**config.mk**
```make
export PLATFORM = sky130hd
export DESIGN_NAME = lane_striper
export DESIGN_NICKNAME = d
export VERILOG_FILES = /design/src/rtl/lane_striper.sv
export SDC_FILE = /design/constraint.sdc
export NUM_CORES = 1
export LEC_CHECK = 0
export ABC_CLOCK_PERIOD_IN_PS = 2700
export CORE_MARGIN = 2
export CORE_UTILIZATION = 50
export CTS_CLUSTER_DIAMETER = 50
export CTS_CLUSTER_SIZE = 40
export DETAILED_ROUTE_END_ITERATION = 8
export PLACE_DENSITY_LB_ADDON = 0.1
export SYNTH_ARGS = -nofsm -noshare
export SYNTH_HDL_FRONTEND = slang
export SYNTH_SLANG_ARGS = --single-unit
```
**constraint.sdc**
```tcl
create_clock -name clk_f -period 2.7 [get_ports clk_f]
set_clock_uncertainty 0.2 [all_clocks]
set_input_delay 0.405 -clock clk_f [delete_from_list [all_inputs] [get_ports clk_f]]
set_output_delay 0.405 -clock clk_f [all_outputs]
set_load 0.01 [all_outputs]
```
**src/rtl/lane_striper.sv**
```systemverilog
// Two-lane byte striper: a DEPTH-entry FIFO feeding two registered lanes round-robin.
// Optional sticky overflow detection is built when LANE_STRIPER_OVF_EN is defined.
module lane_striper #(
    parameter int unsigned DEPTH = 4
) (
    input  logic                     clk_f,
    input  logic                     reset,
    input  logic                     enable,
    input  logic [7:0]               data_in,
    input  logic                     valid_in,
    output logic                     in_ready,
    output logic [7:0]               data_out_0,
    output logic [7:0]               data_out_1,
    output logic                     valid_out_0,
    output logic                     valid_out_1,
    output logic [$clog2(DEPTH):0]   fifo_count,
    output logic                     overflow_err
);

    localparam int unsigned AW = $clog2(DEPTH);
    localparam int unsigned CW = AW + 1;

    logic [7:0]    mem [DEPTH];
    logic [AW-1:0] wr_ptr;
    logic [AW-1:0] rd_ptr;
    logic [AW-1:0] rd_ptr_p1;
    logic          nl;

    logic          push;
    logic [1:0]    pop_n;
    logic          ld0;
    logic          ld1;
    logic [7:0]    d0;
    logic [7:0]    d1;
    logic          nl_nxt;
    logic [CW-1:0] count_nxt;

    assign in_ready  = (fifo_count < CW'(DEPTH));
    assign push      = valid_in && in_ready;
    assign rd_ptr_p1 = rd_ptr + AW'(1);

    // Pop decision uses the pre-edge count, so a same-edge push is never popped.
    always_comb begin
        pop_n     = 2'd0;
        ld0       = 1'b0;
        ld1       = 1'b0;
        d0        = data_out_0;
        d1        = data_out_1;
        nl_nxt    = nl;
        if (enable) begin
            if (fifo_count == CW'(0))
                pop_n = 2'd0;
            else if (fifo_count == CW'(1))
                pop_n = 2'd1;
            else
                pop_n = 2'd2;
        end
        if (pop_n != 2'd0) begin
            if (!nl) begin
                ld0 = 1'b1;
                d0  = mem[rd_ptr];
            end else begin
                ld1 = 1'b1;
                d1  = mem[rd_ptr];
            end
        end
        if (pop_n == 2'd2) begin
            if (!nl) begin
                ld1 = 1'b1;
                d1  = mem[rd_ptr_p1];
            end else begin
                ld0 = 1'b1;
                d0  = mem[rd_ptr_p1];
            end
        end
        if (pop_n == 2'd1)
            nl_nxt = ~nl;
        count_nxt = fifo_count + CW'(push) - CW'(pop_n);
    end

    // Storage has no reset; clearing the pointers discards the contents.
    always_ff @(posedge clk_f) begin
        if (push)
            mem[wr_ptr] <= data_in;
    end

    always_ff @(posedge clk_f or posedge reset) begin
        if (reset) begin
            wr_ptr      <= '0;
            rd_ptr      <= '0;
            fifo_count  <= '0;
            nl          <= 1'b0;
            data_out_0  <= 8'h00;
            data_out_1  <= 8'h00;
            valid_out_0 <= 1'b0;
            valid_out_1 <= 1'b0;
        end else begin
            if (push)
                wr_ptr <= wr_ptr + AW'(1);
            rd_ptr      <= rd_ptr + AW'(pop_n);
            fifo_count  <= count_nxt;
            nl          <= nl_nxt;
            data_out_0  <= d0;
            data_out_1  <= d1;
            valid_out_0 <= ld0;
            valid_out_1 <= ld1;
        end
    end

`ifdef LANE_STRIPER_OVF_EN
    // Sticky until reset: a byte offered while full is dropped and flagged.
    always_ff @(posedge clk_f or posedge reset) begin
        if (reset)
            overflow_err <= 1'b0;
        else if (valid_in && (fifo_count == CW'(DEPTH)))
            overflow_err <= 1'b1;
    end
`else
    assign overflow_err = 1'b0;
`endif

endmodule

```
==> key figures, run 1 <==
Global routing
  • Total global-route track usage: 19.08%
  • Initial antenna violation count: 0
  • First-pass GRT wire length: 8845 µm
  • GRT overflow: 0
  • Pin count of the biggest net entering global routing: 27
  • Number of global-route vias before repair: 1771

Synth
  • Most frequent cell after synthesis: edfxtp_1
  • Synthesized instance count: 207
  • Area leader, netlist: edfxtp_1
  • Mux cell area share after synthesis: 13.49%
  • Synth top area share: 34.07%
  • Compound-Gate Fraction of Synth Area: 12.42%
  • Largest cells by area after synthesis: edfxtp_1 34%, dfrtp_1 23%, mux4_2 9.6%
  • Syn avg cell area: 13.62 µm²
  • Post-synth EDFFs: 32
  • Register bit total from synthesis: 58
  • Yosys warning total: 0
  • Commonest cells in the netlist: 32 x edfxtp_1, 26 x dfrtp_1, 14 x o21ai_0
  • Post-Synth XOR/XNOR Area: 1.863%
  • Largest family of logic cells by synthesized area: multiplexers
  • Asr flop ratio synth: 44.83%
  • Synth Area in Simple Gates: 6.167%
  • Synth cell types: 40
  • Synth Area in Adders: 3.815%
  • Mapped Nets: 227
  • Post-Syn Area: 2820 µm²
  • Synth Flop Type: edfxtp_1
  • Sequential share of the synthesized area: 57.14%

Timing
  • Max Fclk: 428.9 MHz
  • Tmin final: 2.332 ns
  • Hold Worst Slack: 0.2310 ns
  • Fin. max-slew vios: 0
  • RSZ-0062 raised after global routing: no
  • Final TNS setup: 0 ns
  • Worst rel slew slack: 59.58%
  • Final setup viols: 0
  • Worst slew pin tran: 0.6037 ns
  • Fin. Hold Viols: 0
  • Period utilization: 86.36%

Worst setup path
  • CP Launch Type: flip-flop
  • WP data required: 2.75 ns
  • Endpoint class of the critical path: flip-flop
  • Crit Path Max Fanout: 10
  • Critical Path AT: 2.39 ns
  • Critical path's largest stage delay: 0.58 ns
  • CP cell instances: and4_1 -> ha_1 -> inv_1 -> ha_1 -> inv_1 -> fa_1 -> xnor2_1 -> xnor2_1
  • Delay-heaviest family, CP: adder cells
  • Crit path buffers/inverters: 2
  • Slowest-stage cell, CP: dfrtp_1
  • Setup CP Type: reg2reg

Route
  • Drt initial violations: 138
  • Drc violations: 0
  • Highest routed metal layer: met4
  • Total vias in the final route: 1842
  • Antenna-violating nets left: 0
  • Met3 routed WL: 326 µm
  • Post-Route WL: 5471 µm
  • WL/cell: 17.10 µm
  • Drt via density: 5.756
  • Drt pass-1 iters: 4
  • Routed wl met2: 2690 µm
  • Met1 wire length: 2377 µm

Die
  • Die Wd: 79.10 µm
  • Core Footprint: 5473 µm²
  • I/O pin cnt: 35
  • Die Area: 6257 µm²
  • Initial core utilization: 51.53%
  • Die Y: 79.10 µm
  • Rows: 27

Placed design
  • DP Area: 3209 µm²
  • GP Congestion: 0.8471
  • Port Buf Inserts: 33
  • HPWL Detailed: 4032 µm
  • Placed cell count: 304

Power
  • Part of the power in registers: 35.9%
  • Sw frac: 34.95%
  • Int Power: 0.002626 W
  • Combinational Power Share: 42.7%
  • Clock network fraction of design power: 21.4%
  • Psw: 0.001411 W
  • Leak: 1.281 nW
  • PwrDens: 1178 nW/µm²
  • Max rail drop VDD: 0.6152 mV

Finish
  • Footprint of the multi-input gates: 1069 µm²
  • Final instance area: 3427 µm²
  • Antenna cells: 0
  • Synth-to-layout area growth: 21.52%
  • Register Area: 1612 µm²
  • Non-filler instance count after layout: 320
  • Fillers: 434
  • Layout cells sized above 1: 16.13%
  • Nets@finish: 263

Clock network
  • CTS buffer count: 9
  • Setup bufs post-CTS: 0
  • Clock Latency Late Sink: 0.33 ns
  • CTS Buffer Depth: 2
  • CTS tree: done
  • PostCTS Resize Cnt: 0
  • Worst-path clk slew: 0.07 ns
  • CTS root buffer: clkbuf_8
  • CTS sink cnt: 58
  • H-tree depth: 3
  • Hold buffers post-CTS: 0

Status
  • Status: complete, no violations

Min path
  • Hold Crit Class: in2async

Run
  • Max_cap viols: 0
==> worst paths after layout <==
kind,startpoint,end,slack (ns),depth (start not counted)
min reg2reg,data_out_0[0]$_DFF_PP0_,data_out_0[0]$_DFF_PP0_,0.36,2
max reg2reg,fifo_count[0]$_DFF_PP0_,fifo_count[2]$_DFF_PP0_,0.37,8
max in group asynchronous,reset,data_out_1[5]$_DFF_PP0_,1.80,3
max,fifo_count[0]$_DFF_PP0_,fifo_count[2]$_DFF_PP0_,0.37,8
min in group clk_f,data_out_0[0]$_DFF_PP0_,data_out_0[0]$_DFF_PP0_,0.36,2
min,reset,data_out_1[7]$_DFF_PP0_,0.23,3
==> logic make-up after synthesis <==
logic type      Yosys count
flops                    58
compound gates           51
simple gates             36
buf+inv                  29
mux                      18
fa+ha+maj                 8
xor+xnor                  6
other cells               1
==> through the flow <==
step                      total power (W)  worst slack (ns)  util [%]
after global placement           0.003130            0.1801     58.64
after detailed placement         0.003193           0.09933     58.64
after global routing             0.004303            0.2646     62.62
after floorplan                  0.002599            0.2663         -
final                            0.004038            0.3684     62.62
after CTS                        0.004067            0.3942     62.62
==> worst reg2reg max path, cell delays in order, from the launching register on <==
cell     delay, ns
dfrtp_1       0.58
and4_1        0.30
ha_1          0.24
inv_1         0.06
ha_1          0.12
inv_1         0.05
fa_1          0.38
xnor2_1       0.18
xnor2_1       0.14
==> layout make-up <==
cell class / count / area share, %
Tap cell: 72 / 2.629
Clock buffer: 9 / 3.614
Multi-Input combinational cell: 120 / 31.18
Timing Repair Buffer: 41 / 11.39
Inverter: 13 / 1.424
Clock inverter: 7 / 2.738
Sequential cell: 58 / 47.02
==> registers in the layout (all words and copies together) (netlist names) <==
signal / cells
data_out_0: 8
valid_out_1: 1
mem: 32
valid_out_0: 1
data_out_1: 8
wr_ptr: 2
nl: 1
rd_ptr: 2
fifo_count: 3
==> metal layers <==
metal  track usage (%)  up-vias
met5                 0        -
met4             10.00        0
met3             4.545        7
met2             28.90       59
met1             25.74      917
li1                  -      859
==> layout by cell type (no fill, tap or decap), types with 5 or more instances in the layout <==
cell / n
a31oi_1: 8
inv_1: 13
nand2_1: 8
o21ai_0: 14
ha_1: 7
nand3_1: 5
dfrtp_1: 26
o211ai_1: 8
clkdlybuf4s50_1: 33
a2bb2oi_1: 5
clkbuf_8: 9
edfxtp_1: 32
mux4_2: 12
buf_4: 8
nor2_1: 9
xnor2_1: 5
o22ai_1: 5
==> power by group through the flow <==
| stage | registers, W | clock network (W) | logic (W) |
|---|---|---|---|
| final | 0.00145 | 0.000865 | 0.00172 |
| after global routing | 0.00149 | 0.000928 | 0.00189 |
| after CTS | 0.00145 | 0.000883 | 0.00173 |
| after floorplan | 0.00143 | 0 | 0.00117 |
| after global placement | 0.00145 | 0 | 0.00168 |
| after detailed placement | 0.00147 | 0 | 0.00172 |
Note: power is estimated with default switching activity, not from simulation.
==> inputs of run 2 (changes only) <==
--- a/config.mk
+++ b/config.mk
@@ -6,12 +6,14 @@
 export NUM_CORES = 1
 export LEC_CHECK = 0
 export ABC_CLOCK_PERIOD_IN_PS = 2700
+export CORE_ASPECT_RATIO = 1.2
 export CORE_MARGIN = 2
 export CORE_UTILIZATION = 50
 export CTS_CLUSTER_DIAMETER = 50
 export CTS_CLUSTER_SIZE = 40
 export DETAILED_ROUTE_END_ITERATION = 8
 export PLACE_DENSITY_LB_ADDON = 0.1
+export SLEW_MARGIN = 20
 export SYNTH_ARGS = -nofsm -noshare
 export SYNTH_HDL_FRONTEND = slang
 export SYNTH_SLANG_ARGS = --single-unit
==> key figures, run 2 (synthesis gave the netlist of run 1 again) <==
Finish
  • Register Area: 1612 µm² (unchanged)
  • Layout cells sized above 1: 16.13% (unchanged)
  • Commonest non-fill, non-tap cells in the layout: 33 x clkdlybuf4s50_1, 32 x edfxtp_1, 26 x dfrtp_1 (unchanged)
  • Max FFs per register: 32 (unchanged)
  • Antenna cells: 0 (unchanged)
  • Fillers: 419 (was 434)
  • Non-filler instance count after layout: 310 (was 320)
  • Largest Register: mem (unchanged)
  • Nets@finish: 263 (unchanged)
  • Final instance area: 3392 µm² (was 3427 µm²)
  • Synth-to-layout area growth: 20.27% (was 21.52%)
  • Top Registers: mem: 32 flops, data_out_0: 8 flops, data_out_1: 8 flops (unchanged)
  • Footprint of the multi-input gates: 1069 µm² (unchanged)
  • Commonest non-fill, non-tap cell in the layout: clkdlybuf4s50_1 (unchanged)

Clock network
  • CTS tree: done (unchanged)
  • CTS sink cnt: 58 (unchanged)
  • H-tree depth: 3 (unchanged)
  • CTS root buffer: clkbuf_8 (unchanged)
  • Clock Latency Late Sink: 0.34 ns (was 0.33 ns)
  • Setup bufs post-CTS: 0 (unchanged)
  • CTS Buffer Depth: 2 (unchanged)
  • Hold buffers post-CTS: 0 (unchanged)
  • PostCTS Resize Cnt: 0 (unchanged)
  • Worst-path clk slew: 0.07 ns (about the same)
  • CTS buffer count: 9 (unchanged)

Timing
  • Final setup viols: 0 (unchanged)
  • Fin. max-slew vios: 0 (unchanged)
  • Final TNS setup: 0 ns (unchanged)
  • Period utilization: 85.71% (was 86.36%)
  • Fin. Hold Viols: 0 (unchanged)
  • Max Fclk: 432.1 MHz (was 428.9 MHz)
  • Tmin final: 2.314 ns (was 2.332 ns)
  • Worst slew pin tran: 0.6079 ns (was 0.6037 ns)
  • RSZ-0062 raised after global routing: no (unchanged)
  • Worst rel slew slack: 59.30% (was 59.58%)

Worst setup path
  • CP Launch Type: flip-flop (unchanged)
  • Crit Path Max Fanout: 10 (unchanged)
  • Worst R2R Path Depth: 8 (unchanged)
  • Setup CP Type: reg2reg (unchanged)
  • Delay-heaviest family, CP: adder cells (unchanged)
  • Capture point of the worst reg-to-reg path: fifo_count[2]$_DFF_PP0_ (unchanged)
  • WP data required: 2.76 ns (was 2.75 ns)
  • Endpoint class of the critical path: flip-flop (unchanged)
  • Crit path buffers/inverters: 2 (unchanged)
  • FF-to-FF setup slack: 0.39 ns (was 0.37 ns)
  • Critical Path AT: 2.38 ns (was 2.39 ns)
  • Slowest-stage cell, CP: dfrtp_1 (unchanged)
  • CP cell instances: and4_1 -> ha_1 -> inv_1 -> ha_1 -> inv_1 -> fa_1 -> xnor2_1 -> xnor2_1 (unchanged)
  • Worst r2r src: fifo_count[0]$_DFF_PP0_ (unchanged)
  • Critical path's largest stage delay: 0.56 ns (was 0.58 ns)

Power
  • Combinational Power Share: 43.9% (was 42.7%)
  • Part of the power in registers: 36.3% (was 35.9%)
  • Max rail drop VDD: 0.5097 mV (was 0.6152 mV)
  • Clock network fraction of design power: 19.7% (was 21.4%)
  • Psw: 0.001412 W (was 0.001411 W)
  • PwrDens: 1172 nW/µm² (was 1178 nW/µm²)
  • Final Total Pwr: 0.003974 W (was 0.004038 W)
  • Sw frac: 35.53% (was 34.95%)
  • Int Power: 0.002562 W (was 0.002626 W)
  • Leak: 1.289 nW (was 1.281 nW)

Run
  • Max_cap viols: 0 (unchanged)

Die
  • Die Y: 86.27 µm (was 79.10 µm)
  • Die Area: 6260 µm² (was 6257 µm²)
  • Initial core utilization: 52.52% (was 51.53%)
  • Core Footprint: 5370 µm² (was 5473 µm²)
  • Die Wd: 72.56 µm (was 79.10 µm)
  • I/O pin cnt: 35 (unchanged)
  • Rows: 29 (was 27)

Global routing
  • GRT overflow: 0 (unchanged)
  • Pin count of the biggest net entering global routing: 27 (unchanged)
  • Total global-route track usage: 19.31% (was 19.08%)
  • Initial antenna violation count: 0 (unchanged)
  • First-pass GRT wire length: 8901 µm (was 8845 µm)
  • Number of global-route vias before repair: 1849 (was 1771)

Route
  • Drt initial violations: 126 (was 138)
  • Drt pass-1 iters: 4 (unchanged)
  • Antenna-violating nets left: 0 (unchanged)
  • WL/cell: 17.57 µm (was 17.10 µm)
  • Drt via density: 5.987 (was 5.756)
  • Post-Route WL: 5447 µm (was 5471 µm)
  • Drc violations: 0 (unchanged)
  • Total vias in the final route: 1856 (was 1842)

Status
  • Status: complete, no violations (unchanged)

Min path
  • Hold Crit Class: in2async (unchanged)

Placed design
  • Placed cell count: 294 (was 304)
  • HPWL Detailed: 3985 µm (was 4032 µm)
  • DP Area: 3197 µm² (was 3209 µm²)
  • Port Buf Inserts: 33 (unchanged)
  • GP Congestion: 0.8274 (was 0.8471)
==> run 2: cell count changes in the layout (fill, tap and decap cells not counted), sizes merged <==
cell      delta
clkbuf       +2
bufinv       -1
clkinvlp     -4
clkinv       +3
==> run 2: per-stage QoR <==
step / hold WS [ns] / worst slack, ns / utilization [%]
after floorplan: 0.2450 / 0.2663 / -
after global placement: 0.3426 / 0.1885 / 59.53
after detailed placement: 0.3424 / 0.06834 / 59.53
after CTS: 0.2315 / 0.3807 / 63.16
after global routing: 0.2701 / 0.2691 / 63.16
final: 0.2238 / 0.3859 / 63.16
==> run 2: per-layer routing <==
metal	GRT usage, %	part of all wire (%)	vias to the layer above
li1	-	-	858
met1	23.75	44	940
met2	31.32	50	48
met3	5.814	4.9	10
met4	8.754	1.6	0
met5	0	0	-
==> run 2: layout make-up <==
| type | count | area share (%) |
|---|---|---|
| Clock buffer | 11 | 4.168 |
| Clock inverter | 5 | 1.586 |
| Inverter | 13 | 1.439 |
| Multi-Input combinational cell | 120 | 31.50 |
| Sequential cell | 58 | 47.51 |
| Tap cell | 62 | 2.287 |
| Timing Repair Buffer | 41 | 11.51 |
==> run 2: tightest hold or removal path, delay by kind of cell <==
| kind | cells | cell delay (ns) |
|---|---|---|
| buffers and inverters | 3 | 0.77 |
==> run 2: power groups by stage <==
| stage | logic, W | registers, W | clock network (W) |
|---|---|---|---|
| 2_1_floorplan | 0.00117 | 0.00143 | 0 |
| 3_3_place_gp | 0.00169 | 0.00144 | 0 |
| 3_5_place_dp | 0.00175 | 0.00146 | 0 |
| 4_1_cts | 0.00176 | 0.00144 | 0.000796 |
| 5_1_grt | 0.00191 | 0.00148 | 0.000839 |
| 6_report | 0.00174 | 0.00144 | 0.000784 |
==> run 2: worst max path at each step <==
stage	start	endpoint	slack, ns	depth (start not counted)
finish	fifo_count[0]$_DFF_PP0_	fifo_count[2]$_DFF_PP0_	0.39	8
global placement	valid_in	fifo_count[2]$_DFF_PP0_	0.19	10
detailed placement	valid_in	fifo_count[2]$_DFF_PP0_	0.07	10
global route	fifo_count[0]$_DFF_PP0_	fifo_count[2]$_DFF_PP0_	0.27	8
floorplan	fifo_count[2]$_DFF_PP0_	fifo_count[2]$_DFF_PP0_	0.27	11
CTS	fifo_count[0]$_DFF_PP0_	fifo_count[2]$_DFF_PP0_	0.38	8
